==> config.mk <==
export PLATFORM = sky130hd
export DESIGN_NAME = reg_decr_pipe
export DESIGN_NICKNAME = d
export VERILOG_FILES = /design/src/rtl/reg_decr_pipe.sv
export SDC_FILE = /design/constraint.sdc
export NUM_CORES = 1
export LEC_CHECK = 0
export BUFFER_PORTS_ARGS = -buffer_cell sky130_fd_sc_hd__buf_2
export CAP_MARGIN = 30
export CELL_PAD_IN_SITES_DETAIL_PLACEMENT = 1
export CELL_PAD_IN_SITES_GLOBAL_PLACEMENT = 2
export CORE_ASPECT_RATIO = 1.5
export CORE_MARGIN = 1
export CORE_UTILIZATION = 29
export DETAILED_ROUTE_END_ITERATION = 10
export PLACE_DENSITY_LB_ADDON = 0.25
export SYNTH_ARGS = -nofsm -noshare
export SYNTH_HDL_FRONTEND = slang
export SYNTH_SLANG_ARGS = --single-unit
==> constraint.sdc <==
create_clock -name clk -period 1.55 [get_ports clk]
set_input_delay 0.31 -clock clk [delete_from_list [all_inputs] [get_ports clk]]
set_output_delay 0.31 -clock clk [all_outputs]
set_load 0.03 [all_outputs]
==> src/rtl/reg_decr_pipe.sv <==
// Elastic pipeline that subtracts one per stage, so each message leaves as in_msg - nstages.
// Valid/ready handshake on both ports, with a combinational ready chain for full throughput.
module reg_decr_pipe #(
  parameter int nbits   = 8,
  parameter int nstages = 2
) (
  input  logic                           clk,
  input  logic                           reset,
  input  logic                           in_val,
  output logic                           in_rdy,
  input  logic [nbits-1:0]               in_msg,
  output logic                           out_val,
  input  logic                           out_rdy,
  output logic [nbits-1:0]               out_msg,
  output logic [$clog2(nstages+1)-1:0]   count
);

  localparam int count_w = $clog2(nstages + 1);
  localparam logic [nbits-1:0] dec_one = nbits'(1);

  logic [nstages-1:0] valid_q;
  logic [nbits-1:0]   data_q [nstages];
  logic [nstages-1:0] adv;
  logic               in_fire;

  // Advance is resolved from the output end backwards: a stage may move on
  // if its successor is empty or is itself moving on this cycle.
  always_comb begin
    logic nxt;
    // NOTE: every combinational output gets a default first, so no path can
    // leave it unassigned and infer a latch.
    adv = '0;
    nxt = valid_q[nstages-1] && out_rdy;
    adv[nstages-1] = nxt;
    for (int i = nstages - 2; i >= 0; i--) begin
      nxt    = valid_q[i] && (!valid_q[i+1] || nxt);
      adv[i] = nxt;
    end
  end

  assign in_rdy  = !valid_q[0] || adv[0];
  assign in_fire = in_val && in_rdy;
  assign out_val = valid_q[nstages-1];
  assign out_msg = data_q[nstages-1];

  always_ff @(posedge clk) begin
    // NOTE: state registers use non-blocking assignments so every stage
    // samples its upstream neighbour's value from before this edge.
    if (reset) begin
      valid_q <= '0;
      // NOTE: the data registers are cleared too, because out_msg must read
      // zero straight after reset rather than whatever was in flight.
      for (int i = 0; i < nstages; i++) data_q[i] <= '0;
    end else begin
      if (in_fire) begin
        valid_q[0] <= 1'b1;
        data_q[0]  <= in_msg - dec_one;
      end else if (adv[0]) begin
        valid_q[0] <= 1'b0;
      end
      for (int i = 1; i < nstages; i++) begin
        if (adv[i-1]) begin
          valid_q[i] <= 1'b1;
          data_q[i]  <= data_q[i-1] - dec_one;
        end else if (adv[i]) begin
          valid_q[i] <= 1'b0;
        end
      end
    end
  end

  always_comb begin
    count = '0;
    for (int i = 0; i < nstages; i++) count = count + count_w'(valid_q[i]);
  end

`ifndef SYNTHESIS
  // Printable snapshot: input | each stage ("." when empty) | output.
  function automatic string line_trace();
    string s;
    s = $sformatf("%h |", in_msg);
    for (int i = 0; i < nstages; i++) begin
      if (valid_q[i]) s = {s, $sformatf(" %h", data_q[i])};
      else            s = {s, " ."};
    end
    if (out_val) s = {s, $sformatf(" | %h", out_msg)};
    else         s = {s, " | ."};
    return s;
  endfunction
`endif

endmodule

==> flow_metrics.py <==
metrics = {
    "outcome": {
        "status": "finished, violations left",
        "violations": "negative setup slack",
    },
    "power": {
        "leakagePower_nw": 0.527,
        "power_mw": 1.20,
        "irDropWorstVdd_mv": 0.313,
        "power_density_nw_per_um2": 973,
    },
    "routing": {
        "routed_wl_mm": 2.00,
        "wire_per_inst_um": 12.4,
        "drc": 0,
        "drt-initial-drc-count": 14,
        "firstDrtPassIters": 4,
        "num_vias": 771,
        "ant_nets": 0,
        "viasPerCell": 4.79,
    },
    "yosys": {
        "ys_ff_latch": 18,
        "syn_area_um2": 965,
        "synth_ff_type": "edfxtp_1",
        "synth.top_cell.area_share": 0.498,
        "ys_seq_area_frac": 0.540,
        "netlist_top_cells_count": "edfxtp_1, nor2_1, or3_1",
        "synth.avg_cell_area_um2": 10.6,
        "yosysMostFrequentCell": "edfxtp_1",
        "ys_top_cells_by_area": "edfxtp_1, buf_4, or3_1, nor2_1, a21oi_1",
        "synth_edf_count": 16,
        "syn_nets": 106,
        "yosysWarnings": 0,
        "synth_async_sr_flop_share": 0,
        "synth_area_leader_cell": "edfxtp_1",
        "synthDistinctLibCells": 20,
        "netlist_instances": 91,
    },
    "worst_hold_path": {
        "hp-start": "reset",
        "hold_path.class": "input pin to flop",
        "holdPathEnd": "valid_q[1]",
        "holdPathStages": 2,
    },
    "critical_path": {
        "critical_path_arrival_ns": 1.67,
        "setup.worst_path.start_class": "flop",
        "endpoint_kind": "flop",
        "cp_slowest_stage_delay_ns": 0.52,
        "crit_fanout": 4,
        "timing.rr.end": "data_q[0][15]",
        "reg2regPathDepth": 3,
        "crit_family": "simple AND/OR/NAND/NOR gates",
        "reg2reg_from": "data_q[0][2]",
        "r2r_slack_ns": -0.001,
        "path_cells": "or4_4 -> or3_1 -> a21oi_1",
        "path_buf_inv": 0,
        "crit_slowest_cell": "or4_4",
        "worstPathRequired_ns": 1.67,
        "critPathKind": "flop to flop",
    },
    "finish": {
        "nFillCells": 385,
        "finalNetCount": 137,
        "layout-drive-gt1-share": 0.397,
        "stdcell_count": 161,
        "multi_input_area_um2": 372,
        "design_area_um2": 1230,
        "seq_area_um2": 522,
        "syn_to_final_growth_pct": 28.0,
        "diodes": 0,
    },
    "cts": {
        "cts_root_buffer": "clkbuf_8",
        "cts_tree": "built",
        "clkLatencyLatePin_ns": 0.26,
        "cts_buffers": 3,
        "cts_buffer_depth": 2,
        "clock_sinks": 18,
        "cts_max_level": 1,
        "clk_pin_slew_ns": 0.07,
        "cts-hold-fix-buffers": 0,
        "cts_post_setup_buffers_inserted": 0,
    },
    "sta": {
        "slew_headroom": 0.801,
        "fin_ws_ns": -0.00113,
        "setup_viol": 1,
        "finalClockSkew_ns": 0.00740,
        "post-route-period-util": 1.00,
        "rsz0062_at_grt": "true",
        "fin_tns_setup_ns": -0.00113,
        "clock.fmax_mhz": 645,
        "worstMarginPinSlew_ns": 0.298,
        "fin_crit_ns": 1.55,
        "hold-worst-slack_ns": 0.267,
        "drv_slew": 0,
        "hold_viol": 0,
    },
    "global_routing": {
        "grt_max_degree": 17,
        "grt_overflow": 0,
        "grt_pass1_wl_mm": 3.21,
        "antenna_found_initial": 0,
        "track_usage": 0.122,
        "grt_pass1_vias": 811,
    },
    "place": {
        "dp_hpwl_mm": 1.55,
        "port_buffers": 23,
        "placed_cell_area_um2": 1160,
        "gp_congestion": 0.752,
        "placed_cells": 157,
    },
    "floorplan": {
        "coreArea_um2": 3160,
        "die_area_um2": 3570,
        "die_height_um": 72.6,
        "fp.dieW_um": 49.1,
        "rows": 25,
        "io_pins": 24,
        "initial_core_util": 0.305,
    },
    "run": {
        "maxCapViolations": 0,
    },
}
-- placed cells by master (no fill, tap or decap) --
| cell type | n |
|---|---|
| buf_2 | 23 |
| nor3b_2 | 1 |
| and3b_1 | 1 |
| or4_4 | 3 |
| clkbuf_8 | 3 |
| o21bai_1 | 1 |
| or4_1 | 1 |
| nor2b_1 | 1 |
| a21o_1 | 1 |
| dfxtp_2 | 1 |
| o31ai_1 | 2 |
| buf_6 | 1 |
| dfxtp_1 | 1 |
| nor3b_1 | 1 |
| clkbuf_1 | 1 |
| buf_4 | 12 |
| o21ai_0 | 6 |
| nor2_1 | 13 |
| edfxtp_1 | 16 |
| or3_1 | 7 |
| or3_4 | 2 |
| xnor2_1 | 4 |
| inv_1 | 8 |
| ha_1 | 3 |
| a21oi_1 | 6 |
| a21oi_2 | 2 |
-- timing repair --
action	4_1_cts	5_1_grt
pin swaps	6	2
resized for setup	3	4
setup endpoints to repair	3	3
-- cell families after synthesis --
| kind of cell | share of synthesized area |
|---|---|
| flops | 0.540 |
| fa+ha+maj | 0.0389 |
| xor+xnor | 0.0363 |
| buf+inv | 0.102 |
| simple gates | 0.179 |
| compound gates | 0.104 |
-- sequential cells by signal, summed over array words and instances (netlist names) --
register and flops:
data_q 16, valid_q 2
-- per-stage QoR --
stage / util / setup slack, ns
2_1_floorplan: - / -0.00276
3_3_place_gp: 0.367 / -0.0366
3_5_place_dp: 0.367 / -0.0767
4_1_cts: 0.385 / -0.0205
5_1_grt: 0.391 / -0.0606
6_report: 0.391 / -0.00113
-- metal layers --
| metal | GRT usage | wire [um] | vias up |
|---|---|---|---|
| met1 | 0.0907 | 634 | 368 |
| li1 | - | - | 376 |
| met3 | 0.0125 | 60 | 6 |
| met5 | 0 | 0 | - |
| met2 | 0.269 | 1230 | 21 |
| met4 | 0.0784 | 73 | 0 |
-- power by group --
| group | total [mW] | switching, mW | internal, mW | leakage, nW |
|---|---|---|---|---|
| logic | 0.260 | 0.148 | 0.112 | 0.315 |
| clock network | 0.344 | 0.162 | 0.183 | 0.0228 |
| registers | 0.597 | 0.0199 | 0.577 | 0.189 |
| total | 1.20 | 0.330 | 0.871 | 0.527 |
-- worst register-to-register path: cells and delay by family (launching register included) --
family / cells / cell delay (ns)
DFF: 1 / 0.45
and+or+nand+nor: 2 / 0.85
AOI/OAI and AO/OA: 1 / 0.13
-- cell type report --
type                    count  share of cell area
repair buffers             36               0.175
well taps                  40              0.0405
flip-flops and latches     18               0.422
clock buffers               4              0.0365
inverters                   8              0.0243
multi-input cells          55               0.301
-- worst max-delay path by stage --
stage,start,slack (ns),depth (start not counted),endpoint
global route,data_q[0][5],-0.06,3,data_q[0][15]
detailed placement,in_msg[5],-0.08,4,data_q[0][7]
CTS,data_q[0][2],-0.02,3,data_q[0][15]
global placement,data_q[0][2],-0.04,3,data_q[0][13]
finish,data_q[0][2],-0.001,3,data_q[0][15]
floorplan,data_q[0][2],-0.003,3,data_q[0][15]
(Power assumes the default switching activity.)
